[config.mk]
export PLATFORM = sky130hd
export DESIGN_NAME = serial_excess_converter
export DESIGN_NICKNAME = d
export VERILOG_FILES = /design/src/rtl/serial_excess_converter.sv
export SDC_FILE = /design/constraint.sdc
export NUM_CORES = 1
export LEC_CHECK = 0
export CORE_AREA = 10 10 47 49
export CTS_CLUSTER_DIAMETER = 60
export DETAILED_ROUTE_END_ITERATION = 8
export DIE_AREA = 0 0 57 59
export DONT_BUFFER_PORTS = 1
export GPL_TIMING_DRIVEN = 0
export PLACE_DENSITY = 0.61
export SLEW_MARGIN = 20
export SYNTH_ARGS = -nofsm -noshare
export SYNTH_HDL_FRONTEND = slang
export SYNTH_SLANG_ARGS = --single-unit
[constraint.sdc]
create_clock -name Clk -period 3.6 [get_ports Clk]
set_input_delay 0.72 -clock Clk [delete_from_list [all_inputs] [get_ports Clk]]
set_output_delay 0.72 -clock Clk [all_outputs]
set_load 0.03 [all_outputs]
[src/rtl/serial_excess_converter.sv]
// Bit-serial, LSB-first Excess-K <-> plain code converter.
// One W-bit code word per frame. Mode (sampled at bit 0) selects subtract K
// (Excess-K -> plain) or add K (plain -> Excess-K). Z is a Mealy output of
// the current X. Done pulses one cycle after a frame's last bit; Err pulses
// with it when that frame's input word was an illegal code.
module serial_excess_converter #(
  parameter int W    = 4,
  parameter int K    = 3,
  parameter int MAXV = 9
) (
  input  logic Clk,
  input  logic Rst,
  input  logic X,
  input  logic Valid,
  input  logic Mode,
  output logic Z,
  output logic Done,
  output logic Err
);

  localparam int CW = $clog2(W);

  localparam logic [W-1:0]  K_VEC    = W'(K);
  localparam logic [W-1:0]  MAXV_VEC = W'(MAXV);
  localparam logic [W-1:0]  KMAX_VEC = W'(K + MAXV);
  localparam logic [CW-1:0] LAST     = CW'(W - 1);

  logic [CW-1:0] cnt;
  logic          c_q;
  logic          m_q;
  // Bit W-1 is never stored: on its edge it is taken straight from X.
  logic [W-2:0]  in_q;

  logic          mode_eff;
  logic          c_eff;
  logic          k_bit;
  logic          c_next;
  logic [W-1:0]  word;
  logic          word_bad;

  // Serial add/subtract of the offset bit plus carry/borrow, and code check.
  always_comb begin
    // NOTE: every output of this block gets a default first so no path leaves
    // a signal unassigned and infers a latch.
    mode_eff = Mode;
    c_eff    = 1'b0;
    k_bit    = K_VEC[cnt];
    c_next   = 1'b0;
    word     = {X, in_q};
    word_bad = 1'b0;

    // Bit 0 starts a fresh frame: take Mode live and ignore the stale carry.
    if (cnt != '0) begin
      mode_eff = m_q;
      c_eff    = c_q;
    end

    Z = X ^ k_bit ^ c_eff;

    if (mode_eff) begin
      c_next = (X & k_bit) | (X & c_eff) | (k_bit & c_eff);
    end else begin
      c_next = (~X & (k_bit | c_eff)) | (k_bit & c_eff);
    end

    // Only meaningful on the last bit, where the latched mode applies.
    if (m_q) begin
      word_bad = (word > MAXV_VEC);
    end else begin
      word_bad = (word < K_VEC) || (word > KMAX_VEC);
    end
  end

  // Bit counter, carry, mode latch, input capture and the Done/Err pulses.
  always_ff @(posedge Clk or negedge Rst) begin
    if (!Rst) begin
      // NOTE: the capture register is reset along with the control state so a
      // frame aborted by reset leaves no stale bits behind.
      cnt  <= '0;
      c_q  <= 1'b0;
      m_q  <= 1'b0;
      in_q <= '0;
      Done <= 1'b0;
      Err  <= 1'b0;
    end else begin
      // NOTE: non-blocking assignments so every register updates from the
      // values present before this edge, independent of statement order.
      Done <= 1'b0;
      Err  <= 1'b0;
      if (Valid) begin
        c_q <= c_next;
        if (cnt == '0) begin
          m_q <= Mode;
        end
        for (int i = 0; i < W - 1; i++) begin
          if (cnt == CW'(i)) begin
            in_q[i] <= X;
          end
        end
        if (cnt == LAST) begin
          cnt  <= '0;
          Done <= 1'b1;
          Err  <= word_bad;
        end else begin
          cnt <= cnt + 1'b1;
        end
      end
    end
  end

endmodule

== Word-level counts from Yosys, hierarchy flattened ==
Index checks and enable logic that the tools add are counted.

* Add/subtract/negate cells: 1
* $lt $le $gt $ge: 4
* Eq/ne operators: 3
* Muxes and demuxes: 11
* Bitwise logic cells: 11
* Reduce and logical (&&, ||, !) cells: 6

{| class="wikitable"
|+ Operators with widths
! operator !! number
|-
| $mux 1 || 9
|-
| $gt 4x4->1 const B || 2
|-
| $reduce_and 2->1 || 3
|-
| $and 1x1->1 || 4
|-
| $eq 2x2->1 const B || 2
|-
| $lt 4x2->1 const B || 1
|-
| $or 1x1->1 || 4
|-
| $lt 2x3->1 const B || 1
|-
| $add 2x1->2 const B || 1
|-
| $bmux 1 s2 || 1
|-
| $eq 2x1->1 const B || 1
|-
| $logic_not 2->1 || 1
|-
| $mux 2 || 1
|-
| $reduce_bool 2->1 || 1
|-
| $xor 1x1->1 || 2
|-
| $logic_or 1x1->1 || 1
|-
| $not 1->1 || 1
|}

* Register bits after elaboration: 9
* Bits of input ports: 5
* Output and inout port bits: 3

== Depth between registers and ports, before layout ==
* Depth in word-level cells: 6
* Depth in mapped cells: 5

== Least setup slack after synthesis ==
Ideal clock, no wire load.

* Path type: input-to-output
* From: in X
* To: out Z
* Data arrival time: 1554 ps
* Setup slack: 1326 ps
* Stages: 2
* Cell sequence: ha_1 -> xnor2_1

* Cells in the longest elaborated chain, start to end: 2

{| class="wikitable"
|+ RTL lines
! element !! line !! source
|-
| start, declared || 13 || <nowiki>input logic X,</nowiki>
|-
| $xor 1x1->1 (2 in a row) || 58 || <nowiki>Z = X ^ k_bit ^ c_eff;</nowiki>
|-
| end, declared || 16 || <nowiki>output logic Z,</nowiki>
|}

Every way passes these cells.

== Final worst setup path ==
* From: reg cnt[1]
* To: out Z

* Cells in the longest elaborated chain, start to end: 4
* Elaborated cells between the ends (all ways): 6

{| class="wikitable"
|+ RTL lines
! element !! line !! source
|-
| start, declared || 28 || <nowiki>logic [CW-1:0] cnt;</nowiki>
|-
| start signal, assigned || 105 || <nowiki>cnt <= cnt + 1'b1;</nowiki>
|-
| $bmux 1 s2 || 47 || <nowiki>k_bit = K_VEC[cnt];</nowiki>
|-
| $mux 1 (implied by the code) || 47 ||
|-
| $xor 1x1->1 || 58 ||
|-
| $xor 1x1->1 (*) || 58 ||
|}

Every way passes the cells marked *; elsewhere a longest branch is shown, timed or not. The select of a mux whose other input is x is not followed.

==> impl_metrics.ini <==
[floorplanning]
ios = 8
initial_core_util_pct = 35.7
core-area_um2 = 1400
die_w_um = 57
die_y_um = 59
fp.dieArea_um2 = 3360
row_count = 14

[clock_network]
numCtsBuffers = 3
post_cts_buffers = 0
root_buffer = clkbuf_4
clock_path_buffers = 2
tritoncts = done
cts.hold.buffers_added = 0
cts_resized = 0
path_clk_slew_ns = 0.06
htreeDepth = 1
clock_latency_ns = 0.26
clkSinkCount = 9

[drt]
vias = 338
wire_per_inst_um = 13.2
drtAntennaViolNets = 0
drt_first_pass_iters = 4
drtIter0Drc = 6
drcViolationCount = 0
viasPerCell = 5.20
wl_um = 857

[synth]
syn_area_um2 = 500
yosysWarnings = 0
synth-edff-count = 0
synth.ff_latch_count = 9
syn_inst = 45
yosysUniqueCellTypes = 22
synth_area_leaders = dfrtp_1, ha_1, mux2_1, o21ai_0, o311ai_2
yosys.area.top_type_share_pct = 45.0
yosys.area.top_type = dfrtp_1
ys_async_sr_fraction_pct = 100
syn-num-nets = 55
synth-main-ff-cell = dfrtp_1
avgSynthCellArea_um2 = 11.1
ys_seq_area_share_pct = 45.0
yosysMostFrequentCell = dfrtp_1
synthTopCellsByCount = dfrtp_1, ha_1, nand2_1, o21ai_0

[power]
vdd_drop_max_uv = 401
powerDensity_nw_per_um2 = 821
leakagePower_nw = 0.254
internal_power_w = 0.000269
power_frac_seq_pct = 41.9
pwr-share-comb_pct = 40.6
switching_share_pct = 40.1
p_clk_share_pct = 17.5
p_switching_w = 0.000181

[grt]
grt_pass1_wl_um = 1550
gr-usage-all-layers_pct = 6.08
grt_start_max_net_pins = 11
top_usage_layer = met2
gr-usage-met3_pct = 1.93
grt_pass1_vias = 349
grtUsageMet1_pct = 6.61
grt_overflow = 0
antenna_found_initial = 0
globalRouteMet2Util_pct = 8.99

[sta]
rsz0062_at_grt = false
period_share_pct = 70.9
drv_slew = 0
hold_viol = 0
finalCriticalPeriod_ns = 2.55
tightest_slew_ns = 0.703
skew_ns = 0.00192
clock.fmax_ghz = 0.392
timing.hold.ws_ns = 0.145
worst_slew_margin_rel_pct = 52.8
tns_ns = 0
setup_viol = 0

[placed_design]
port_buffers = 0
place_congestion = 0.644

[hold_path]
hold_path.class = input port to async pin

[outcome]
status = complete, no violations

[setup_path]
rr_endpoint = c_q
worstPathMaxFanout = 5
r2r_setup_slack_ns = 1.97
crit_path_end_kind = output pin
cp_data_arrival_time_ns = 1.83
reg2reg_depth = 5
rr_startpoint = cnt[1]
start_kind = register
required_ns = 2.88
critPathKind = register to output pin

[cells_and_area]
drive_gt1_share_pct = 18.4
multiInputGateArea_um2 = 255
synthToLayoutAreaGrowth_pct = 9.50
fillers = 146
nets = 60
diodes = 0
final-seq-area_um2 = 225

[run]
cap_violations = 0
## critical path, stage by stage (launching register included)
cell,delay [ns]
dfrtp_1,0.42
inv_1,0.11
ha_1,0.26
nand2b_1,0.20
xnor2_1,0.58
## placed cells by master (no fill, tap or decap), types with 2 or more instances in the layout
cell type	Yosys	final
o21ai_0	4	4
dfrtp_1	9	9
o21ai_1	2	2
ha_1	5	5
inv_1	3	3
clkbuf_4	0	3
nand2_1	4	4
mux2_1	3	3
## stage by stage
stage | instance area, µm² | cells | power (W) | setup slack (ns) | utilization (%)
after floorplan | 500 | 45 | 0.000342 | 1.33 | -
after global placement | 520 | 61 | 0.000373 | 1.27 | 37.1
after detailed placement | 520 | 61 | 0.000373 | 1.27 | 37.1
after CTS | 548 | 65 | 0.000456 | 1.01 | 39.1
after global routing | 548 | 65 | 0.000498 | 0.942 | 39.1
final | 548 | 65 | 0.000450 | 1.05 | 39.1
## power groups by stage
stage	clock network [W]	logic, W	registers [W]
finish	0.0000786	0.000183	0.000189
floorplan	0	0.000164	0.000178
detailed placement	0	0.000185	0.000189
CTS	0.0000826	0.000186	0.000187
global route	0.0000887	0.000213	0.000196
global placement	0	0.000184	0.000189
## area by class of cell
cell class	instances	area share [%]
Clock inverter	1	0.913
Multi-Input combinational cell	31	46.6
Buffer	1	0.913
Tap cell	16	3.65
Inverter	4	2.74
Sequential cell	9	41.1
Clock buffer	3	4.11
## logic make-up after synthesis
kind of cell / synth area share (%)
xor+xnor: 1.75
fa+ha+maj: 12.5
buf+inv: 4.00
simple gates: 9.50
compound gates: 15.3
mux: 12.0
flops: 45.0
## sequential cells by signal, summed over array words and instances (netlist names)
name and cells:
m_q 1, in_q 3, cnt 2, c_q 1, Done 1, Err 1
## routing by layer
| metal | share of wire [%] | up-vias |
|---|---|---|
| met5 | 0 | - |
| met4 | 1.6 | 0 |
| met3 | 3.2 | 2 |
| met2 | 49 | 5 |
| met1 | 46 | 163 |
| li1 | - | 168 |
## how the worst max path moves through the flow
| stage | cells after the start | startpoint | endpoint | slack, ns |
|---|---|---|---|---|
| global placement | 2 | X | Z | 1.27 |
| floorplan | 2 | X | Z | 1.33 |
| CTS | 4 | cnt[1] | Z | 1.01 |
| global route | 4 | cnt[1] | Z | 0.94 |
| finish | 4 | cnt[1] | Z | 1.05 |
| detailed placement | 2 | X | Z | 1.27 |
Note: power is estimated with default switching activity, not from simulation.
